**src/rtl/addr_counter_pkg.sv**
```systemverilog
// Shared types for the address-decoded counter bank: opcodes, sweep FSM states, defaults.
package addr_counter_pkg;

    localparam int DEF_WIDTH  = 10;
    localparam int DEF_ADDR_W = 9;

    // Codes 6 and 7 are deliberately absent; they decode as illegal.
    typedef enum logic [2:0] {
        OP_NOP  = 3'd0,
        OP_INC  = 3'd1,
        OP_DEC  = 3'd2,
        OP_LOAD = 3'd3,
        OP_CLR  = 3'd4,
        OP_READ = 3'd5
    } op_e;

    typedef enum logic {
        ST_IDLE  = 1'b0,
        ST_SWEEP = 1'b1
    } state_e;

endpackage

```
**src/rtl/addr_counter_bank_ctr_update.sv**
```systemverilog
// Combinational next-value and overflow decode for a single counter channel.
// Wraps or clamps at 0 / all-ones depending on SATURATE; illegal opcodes leave the count untouched.
module ctr_update
    import addr_counter_pkg::*;
#(
    parameter int WIDTH    = DEF_WIDTH,
    parameter bit SATURATE = 1'b0
) (
    input  logic [2:0]       op_i,
    input  logic [WIDTH-1:0] count_i,
    input  logic [WIDTH-1:0] data_i,
    output logic [WIDTH-1:0] count_o,
    output logic             ovf_set_o,
    output logic             ovf_clr_o,
    output logic             err_o
);

    always_comb begin
        count_o   = count_i;
        ovf_set_o = 1'b0;
        ovf_clr_o = 1'b0;
        err_o     = 1'b0;
        case (op_i)
            OP_NOP, OP_READ: ;
            OP_INC: begin
                if (&count_i) begin
                    ovf_set_o = 1'b1;
                    count_o   = SATURATE ? count_i : '0;
                end else begin
                    count_o = count_i + WIDTH'(1);
                end
            end
            OP_DEC: begin
                if (count_i == '0) begin
                    ovf_set_o = 1'b1;
                    count_o   = SATURATE ? '0 : '1;
                end else begin
                    count_o = count_i - WIDTH'(1);
                end
            end
            OP_LOAD: count_o = data_i;
            OP_CLR: begin
                count_o   = '0;
                ovf_clr_o = 1'b1;
            end
            default: err_o = 1'b1;
        endcase
    end

endmodule

```
**src/rtl/addr_counter_bank.sv**
```systemverilog
// Bank of CHANNELS counters behind a valid/ready command port with a one-deep registered response.
// A soft clear sweeps one channel per cycle and blocks commands until it finishes.
module addr_counter_bank
    import addr_counter_pkg::*;
#(
    parameter int                WIDTH     = DEF_WIDTH,
    parameter int                CHANNELS  = 4,
    parameter int                ADDR_W    = DEF_ADDR_W,
    parameter logic [ADDR_W-1:0] BASE_ADDR = ADDR_W'(9'h10F),
    parameter bit                SATURATE  = 1'b0
) (
    input  logic                        clk,
    input  logic                        rst_n,
    input  logic                        cmd_valid,
    output logic                        cmd_ready,
    input  logic [ADDR_W-1:0]           cmd_addr,
    input  logic [2:0]                  cmd_op,
    input  logic [$clog2(CHANNELS)-1:0] cmd_ch,
    input  logic [WIDTH-1:0]            cmd_data,
    output logic                        rsp_valid,
    input  logic                        rsp_ready,
    output logic [WIDTH-1:0]            rsp_data,
    output logic                        rsp_err,
    input  logic                        soft_clr,
    output logic                        busy,
    output logic [CHANNELS-1:0]         ovf
);

    localparam int              CH_W    = $clog2(CHANNELS);
    localparam logic [CH_W-1:0] LAST_CH = CH_W'(CHANNELS - 1);

    state_e              state_q;
    logic [CH_W-1:0]     idx_q;
    logic [WIDTH-1:0]    cnt_q [CHANNELS];
    logic [WIDTH-1:0]    cnt_d [CHANNELS];
    logic [CHANNELS-1:0] ovf_q, ovf_d;
    logic                rsp_valid_q, rsp_valid_d;
    logic [WIDTH-1:0]    rsp_data_q, rsp_data_d;
    logic                rsp_err_q, rsp_err_d;

    logic             accept, hit;
    logic [WIDTH-1:0] upd_count;
    logic             upd_set, upd_clr, upd_err;

    // soft_clr wins over a same-cycle command, which stays pending.
    assign busy      = (state_q == ST_SWEEP);
    assign cmd_ready = rst_n && !busy && !soft_clr && (!rsp_valid_q || rsp_ready);
    assign accept    = cmd_valid && cmd_ready;
    assign hit       = accept && (cmd_addr == BASE_ADDR);

    ctr_update #(
        .WIDTH    (WIDTH),
        .SATURATE (SATURATE)
    ) u_ctr_update (
        .op_i      (cmd_op),
        .count_i   (cnt_q[cmd_ch]),
        .data_i    (cmd_data),
        .count_o   (upd_count),
        .ovf_set_o (upd_set),
        .ovf_clr_o (upd_clr),
        .err_o     (upd_err)
    );

    always_comb begin
        cnt_d       = cnt_q;
        ovf_d       = ovf_q;
        rsp_valid_d = rsp_valid_q;
        rsp_data_d  = rsp_data_q;
        rsp_err_d   = rsp_err_q;
        if (rsp_ready) begin
            rsp_valid_d = 1'b0;
        end
        if (busy) begin
            cnt_d[idx_q] = '0;
            ovf_d[idx_q] = 1'b0;
        end
        if (hit) begin
            cnt_d[cmd_ch] = upd_count;
            if (upd_set) ovf_d[cmd_ch] = 1'b1;
            if (upd_clr) ovf_d[cmd_ch] = 1'b0;
            rsp_valid_d = 1'b1;
            rsp_err_d   = upd_err;
            rsp_data_d  = upd_err ? '0 : upd_count;
        end
    end

    always_ff @(posedge clk or negedge rst_n) begin
        if (!rst_n) begin
            state_q <= ST_IDLE;
            idx_q   <= '0;
        end else begin
            case (state_q)
                ST_IDLE: begin
                    if (soft_clr) begin
                        state_q <= ST_SWEEP;
                        idx_q   <= '0;
                    end
                end
                ST_SWEEP: begin
                    if (idx_q == LAST_CH) begin
                        state_q <= ST_IDLE;
                        idx_q   <= '0;
                    end else begin
                        idx_q <= idx_q + CH_W'(1);
                    end
                end
            endcase
        end
    end

    always_ff @(posedge clk or negedge rst_n) begin
        if (!rst_n) begin
            for (int i = 0; i < CHANNELS; i++) cnt_q[i] <= '0;
            ovf_q       <= '0;
            rsp_valid_q <= 1'b0;
            rsp_data_q  <= '0;
            rsp_err_q   <= 1'b0;
        end else begin
            cnt_q       <= cnt_d;
            ovf_q       <= ovf_d;
            rsp_valid_q <= rsp_valid_d;
            rsp_data_q  <= rsp_data_d;
            rsp_err_q   <= rsp_err_d;
        end
    end

    assign rsp_valid = rsp_valid_q;
    assign rsp_data  = rsp_data_q;
    assign rsp_err   = rsp_err_q;
    assign ovf       = ovf_q;

endmodule

```
**config.mk**
```make
export PLATFORM = sky130hd
export DESIGN_NAME = addr_counter_bank
export DESIGN_NICKNAME = d
export VERILOG_FILES = /design/src/rtl/addr_counter_pkg.sv /design/src/rtl/addr_counter_bank_ctr_update.sv /design/src/rtl/addr_counter_bank.sv
export SDC_FILE = /design/constraint.sdc
export NUM_CORES = 1
export LEC_CHECK = 0
export CAP_MARGIN = 20
export CORE_ASPECT_RATIO = 0.6
export CORE_UTILIZATION = 35
export CTS_CLUSTER_SIZE = 14
export DETAILED_ROUTE_END_ITERATION = 6
export GPL_TIMING_DRIVEN = 1
export PLACE_DENSITY_LB_ADDON = 0.2
export SYNTH_ARGS = -nofsm -noshare
export SYNTH_HDL_FRONTEND = slang
export SYNTH_HIERARCHICAL = 1
export SYNTH_SLANG_ARGS = --single-unit
```
**constraint.sdc**
```tcl
create_clock -name clk -period 3 [get_ports clk]
set_clock_uncertainty 0.15 [all_clocks]
set_input_delay 0.45 -clock clk [delete_from_list [all_inputs] [get_ports clk]]
set_output_delay 0.45 -clock clk [all_outputs]
set_load 0.02 [all_outputs]
```
==> results of run 1 <==
[flip-flops by register name (all words and copies together), names as in the netlist]
name,cells
rsp_valid,1
rsp_data,10
cnt_q,40
idx_q,2
busy,1
ovf,4
rsp_err,1
[layer usage]
metal,share of wire [%],vias up
li1,-,1545
met1,50,1696
met2,41,139
met3,8.2,9
met4,0.77,0
met5,0,-
[cell usage in the layout (no fill, tap or decap), types with 8 or more instances in the layout]
cell             count
buf_4               54
mux2_2               8
clkbuf_16            9
mux2i_1             41
dfrtp_1             59
nor2b_1             13
inv_1               14
mux4_2              10
nand3_1              9
nand2_1             63
clkdlybuf4s50_1     43
o21ai_0             10
nand4_1              9
[how the worst max path moves through the flow]
stage | slack, ps | end | cells after the start
3_3_place_gp | -630 | cnt_q[4] | 9
4_1_cts | 3 | rsp_data[5] | 9
5_1_grt | -60 | rsp_data[5] | 8
2_1_floorplan | -40 | rsp_data[8] | 10
6_report | -1 | rsp_data[5] | 8
3_5_place_dp | -670 | cnt_q[34] | 9
[area by class of cell]
cell class	count	area, um2
clock buffer	11	233
clock inverter	5	77.6
sequential	59	1480
timing repair buffer	105	926
tap	135	169
multi-input combinational	271	2170
inverter	19	71.3
fill	909	5080
[through the flow]
step	power [mW]	hold slack [ps]	utilization, %	area (um2)	instances
6_report	2.37	176	50.2	5120	605
4_1_cts	2.39	221	49.5	5050	599
3_5_place_dp	1.29	340	45.6	4650	576
2_1_floorplan	1.11	4.41	-	3860	376
5_1_grt	2.47	275	50.2	5120	605
3_3_place_gp	1.28	344	45.6	4650	576
[worst max-delay path, stage by stage, from the launching register on]
cell	delay [ps]
dfrtp_1	370
mux4_2	510
buf_6	150
or4_4	550
or3_4	380
a32oi_2	200
o22ai_2	130
nor2b_2	170
mux2_4	270
[timing repair]
item | 4_1_cts | 5_1_grt
setup buffers | 7 | 7
pin swaps | 7 | 10
endpoints found under the setup margin | 54 | 42
gates cloned | 0 | 0
resized for setup | 13 | 14
endpoints found under the hold margin | 0 | 0
[synth_stat cells, types with 2 or more instances]
cell and n:
clkbuf_1 12, mux2_2 9, nand4_1 9, nor4_1 3
nand3_4 3, a211o_1 3, mux4_2 10, nor2_1 7
nand2b_1 4, or3b_2 2, o211ai_1 2, and2_1 3
nand3_1 10, nor3b_1 2, buf_6 6, nor3_1 5
o21ai_0 11, nand2_1 63, mux2i_1 41, dfrtp_1 59
or4_1 2, o31ai_1 4, or3_1 5, a21oi_1 5
nor2b_1 14, a21boi_0 3, o311ai_0 2, mux2_1 2
a31oi_1 2, buf_2 6, xnor2_1 2, o41ai_1 2
ha_1 7, a32oi_1 2, o31a_1 2, a2bb2oi_1 3
inv_1 18, o32a_1 4
[cells by family (layout without fill, tap and decap cells)]
family                   count (synthesis)  in the layout  synth area share (%)
AO/OA/AOI/OAI                           57             57                  11.4
flip-flops                              59             59                  39.0
AND/OR/NAND/NOR                        142            142                  20.4
XOR/XNOR                                 3              3                 0.694
buffers and inverters                   46            140                  6.15
multiplexers                            62             62                  20.1
adder cells (fa/ha/maj)                  7              7                  2.31
[power groups by stage]
stage          clock, mW  sequential, mW  combinational [mW]
2_1_floorplan          0           0.855               0.257
3_3_place_gp           0           0.862               0.420
3_5_place_dp           0           0.863               0.429
4_1_cts             1.09           0.849               0.442
5_1_grt             1.13           0.854               0.484
6_report            1.07           0.850               0.443
==> flow_metrics.tcl, run 1 <==
set metrics [dict create \
    run_status "finished, violations left" \
    violations "negative setup slack" \
    synth_warnings 6 \
    r2r.worst_path.cells 8 \
    r2r_slack_ps -1 \
    dieArea_um2 11200 \
    first_pass_iters 4 \
    io_pins 47 \
    yosysTopAreaCellShare_pct 39.0 \
    wl_per_cell_um 19.0 \
    initial_core_util_pct 37.1 \
    grt_pass1_vias 3320 \
    hold_viol 0 \
    max_cap_viol_count 0 \
    synth.cell_area_um2 3780 \
    maxSlewViolCount 0 \
    netSwitchingPower_mw 0.662 \
    die_h_um 82.6 \
    root_buffer "clkbuf_16" \
    dp_slack_ps -671 \
    timing.rr.end "rsp_data[5]" \
    cts_hold_buffers 0 \
    p_leak_nw 2.49 \
    nets 501 \
    worstPathArrival_ps 3060 \
    hpwlAfterDp_mm 8.55 \
    synth_top_cell_by_area "dfrtp_1" \
    portBuffers 46 \
    swShare_pct 28.0 \
    critPathKind "register to register" \
    rows 28 \
    antenna_cells 0 \
    crit_required_ps 3060 \
    synth-seq-cells 59 \
    numCtsBuffers 9 \
    vias 3389 \
    ant_nets 0 \
    clock_path_buffers 2 \
    worstSetupEndpointType "register" \
    syn2layout_area_growth_pct 35.2 \
    busiest_layer "met1" \
    power_frac_clock_pct 45.3 \
    path_max_fanout 3 \
    core-area_um2 10200 \
    cp-start-kind "register" \
    async_flop_share_pct 100 \
    yosysSeqAreaShare_pct 39.0 \
    power_density_nw_per_um2 462 \
    slew_headroom_pct 49.7 \
    grt_usage_pct 22.3 \
    fmax_ghz 0.333 \
    grt_util_met2_pct 31.3 \
    startpoint "cnt_q[0]" \
    p_seq_share_pct 35.9 \
    cts_tree "yes" \
    tns_ps -1.06 \
    rsz0062_at_grt "yes" \
    grt_max_degree 60 \
    globalRouteMet3Util_pct 5.13 \
    grt_antenna_before_repair 0 \
    grt_use_met1_pct 34.2 \
    ir_drop_mv 0.239 \
    drt_first_iter_violations 321 \
    r2r-start "cnt_q[0]" \
    vias_per_cell 5.60 \
    synth_area_per_cell_um2 10.1 \
    final.min_clock_period_ps 3000 \
    hold_path_class "input port to asynchronous set/reset pin" \
    overflow 0 \
    ys_top_cells_by_area "dfrtp_1 (39%), mux2i_1 (11%), nand2_1 (6.2%)" \
    synth_ff_type "dfrtp_1" \
    grt_pass1_wl_mm 18.5 \
    period_share_pct 100 \
    drc 0 \
    htreeDepth 3 \
    syn_nets 412 \
    fp.dieW_um 136 \
    insertion_delay_ps 320 \
    path_clk_slew_ps 50 \
    finalSetupViolCount 1 \
    synth.distinct_cells 65 \
    cts.sinks 59 \
    layout_setup_ws_ps -1.06 \
    synth-edff-count 0 \
    intPower_mw 1.70 \
    layout-drive-gt1-share_pct 27.0 \
    finalWeightedCongestion 0.895 \
    worstMarginPinSlew_ps 755 \
    pwr-share-comb_pct 18.7 \
    syn_inst 376 \
    routed_wl_mm 11.5 \
]
No activity file was read; power rests on OpenSTA's default activity.
==> inputs of run 2 (changes only) <==
--- a/config.mk
+++ b/config.mk
@@ -7,7 +7,7 @@
 export LEC_CHECK = 0
 export CAP_MARGIN = 20
 export CORE_ASPECT_RATIO = 0.6
-export CORE_UTILIZATION = 35
+export CORE_UTILIZATION = 50
 export CTS_CLUSTER_SIZE = 14
 export DETAILED_ROUTE_END_ITERATION = 6
 export GPL_TIMING_DRIVEN = 1
==> run 2 against run 1 <==
  * The run now ends clean
  * Sequential power barely moved
  * Sequential share of layout area rose by 0.18 points
  * First-iteration DRC count rose by 19%
  * Maximum frequency rose by 0.24%
  * Non-clock buffer count rose by 3
  * Cell count fell by 4.8%
  * Utilization rose by 20 points
  * Global-route usage rose by 10 points
  * Combinational power rose by 3%
==> flow_metrics.tcl, run 2 (synthesized netlist as in run 1, its figures left out) <==
set metrics [dict create \
    hold_viol 0 \
    htreeDepth 3 \
    final_cells 576 \
    power_density_nw_per_um2 444 \
    ir_drop_mv 0.339 \
    nets 504 \
    final_area_um2 5090 \
    grt_usage_pct 32.7 \
    cts_tree "yes" \
    fmax_ghz 0.334 \
    ant_nets 0 \
    route.met3.wl_mm 1.39 \
    first_pass_iters 5 \
    maxSlewViolCount 0 \
    core-area_um2 7300 \
    clock_path_buffers 2 \
    run_status "completed" \
    layout_commonest_cell "nand2_1" \
    layout_common_cells "nand2_1 (63), dfrtp_1 (59), buf_4 (57)" \
    hold_path_class "input port to asynchronous set/reset pin" \
    wl_met2_mm 5.17 \
    cts.sinks 59 \
    slew_headroom_pct 49.4 \
    path_max_fanout 5 \
    numCtsBuffers 9 \
    dieArea_um2 7930 \
    max_cap_viol_count 0 \
    critPathKind "register to register" \
    overflow 0 \
    io_pins 47 \
    cp-start-kind "register" \
    m1WireLength_mm 5.26 \
    cts_hold_buffers 0 \
    wl_per_cell_um 20.8 \
    hpwlAfterDp_mm 8.60 \
    routed_wl_mm 12.0 \
    drt_first_iter_violations 381 \
    final.min_clock_period_ps 2990 \
    layout-drive-gt1-share_pct 27.1 \
    largest_register "cnt_q" \
    root_buffer "clkbuf_16" \
    path_clk_slew_ps 60 \
    largest_reg_flops 40 \
    finalWeightedCongestion 0.971 \
    worstSetupEndpointType "register" \
    vias_per_cell 5.96 \
    antenna_cells 0 \
    die_h_um 69.4 \
    period_share_pct 99.8 \
    drc 0 \
    p_leak_nw 2.51 \
    place_area_um2 4680 \
    rsz0062_at_grt "yes" \
    portBuffers 46 \
    vias 3435 \
    grt_pass1_wl_mm 19.1 \
    insertion_delay_ps 340 \
    grt_antenna_before_repair 0 \
    worstPathArrival_ps 3120 \
    syn2layout_area_growth_pct 34.4 \
    grt_pass1_vias 3499 \
    crit_required_ps 3130 \
    fp.dieW_um 114 \
    rows 24 \
    initial_core_util_pct 51.9 \
    grt_max_degree 60 \
    dp_cells 553 \
    worstMarginPinSlew_ps 759 \
    routed.top_layer "met4" \
    finalSetupViolCount 0 \
]
[run 2: area by class of cell]
cell class / count / area, um2
multi-input combinational: 271 / 2180
fill: 595 / 2210
clock inverter: 5 / 30.0
timing repair buffer: 108 / 963
clock buffer: 10 / 239
inverter: 19 / 71.3
tap: 104 / 130
sequential: 59 / 1480
[run 2: per-stage QoR]
stage / utilization (%) / TNS, ps / power (mW) / hold slack (ps) / setup WS (ps)
global placement: 64.1 / -27470 / 1.28 / 324 / -649
global route: 69.7 / -38.1 / 2.35 / 270 / -16.3
CTS: 68.5 / 0 / 2.26 / 211 / 18.7
floorplan: - / -103 / 1.11 / 4.41 / -44.8
finish: 69.7 / 0 / 2.26 / 187 / 6.04
detailed placement: 64.1 / -30130 / 1.31 / 333 / -679
[run 2: worst max-delay path: stages (launching register included)]
cell and delay, ps:
dfrtp_1 380, mux4_2 490, or4_4 610, buf_6 150, or4_4 480, a2bb2oi_2 140
a311o_1 220, nor2b_2 170, mux2_4 140
[run 2: metal layers]
metal | vias to the layer above | GRT usage [%]
met5 | - | 0
met4 | 0 | 8.95
met3 | 17 | 13.1
met2 | 183 | 47.5
met1 | 1691 | 45.1
li1 | 1544 | -
[run 2: path summary, 6_finish.rpt]
check	startpoint	endpoint	slack, ps	depth (start not counted)
setup / recovery	cnt_q[36]	rsp_data[9]	6	8
hold / removal	rst_n	cnt_q[23]	190	2
setup reg to reg	cnt_q[36]	rsp_data[9]	6	8
hold reg to reg	rsp_data[9]	rsp_data[9]	350	1
max in group asynchronous	rst_n	cnt_q[16]	2010	2
min in group clk	rsp_data[9]	rsp_data[9]	350	1
[run 2: timing repair]
item	4_1_cts	5_1_grt
gates resized for setup	12	14
pin swaps	5	5
buffers inserted	5	3
endpoints found under the setup margin	54	25
[run 2: report_power, final]
part | switching (mW) | internal (mW) | leakage (nW)
clock network | 0.384 | 0.571 | 0.130
registers | 0.0298 | 0.820 | 0.817
logic | 0.289 | 0.167 | 1.57
total | 0.703 | 1.56 | 2.51
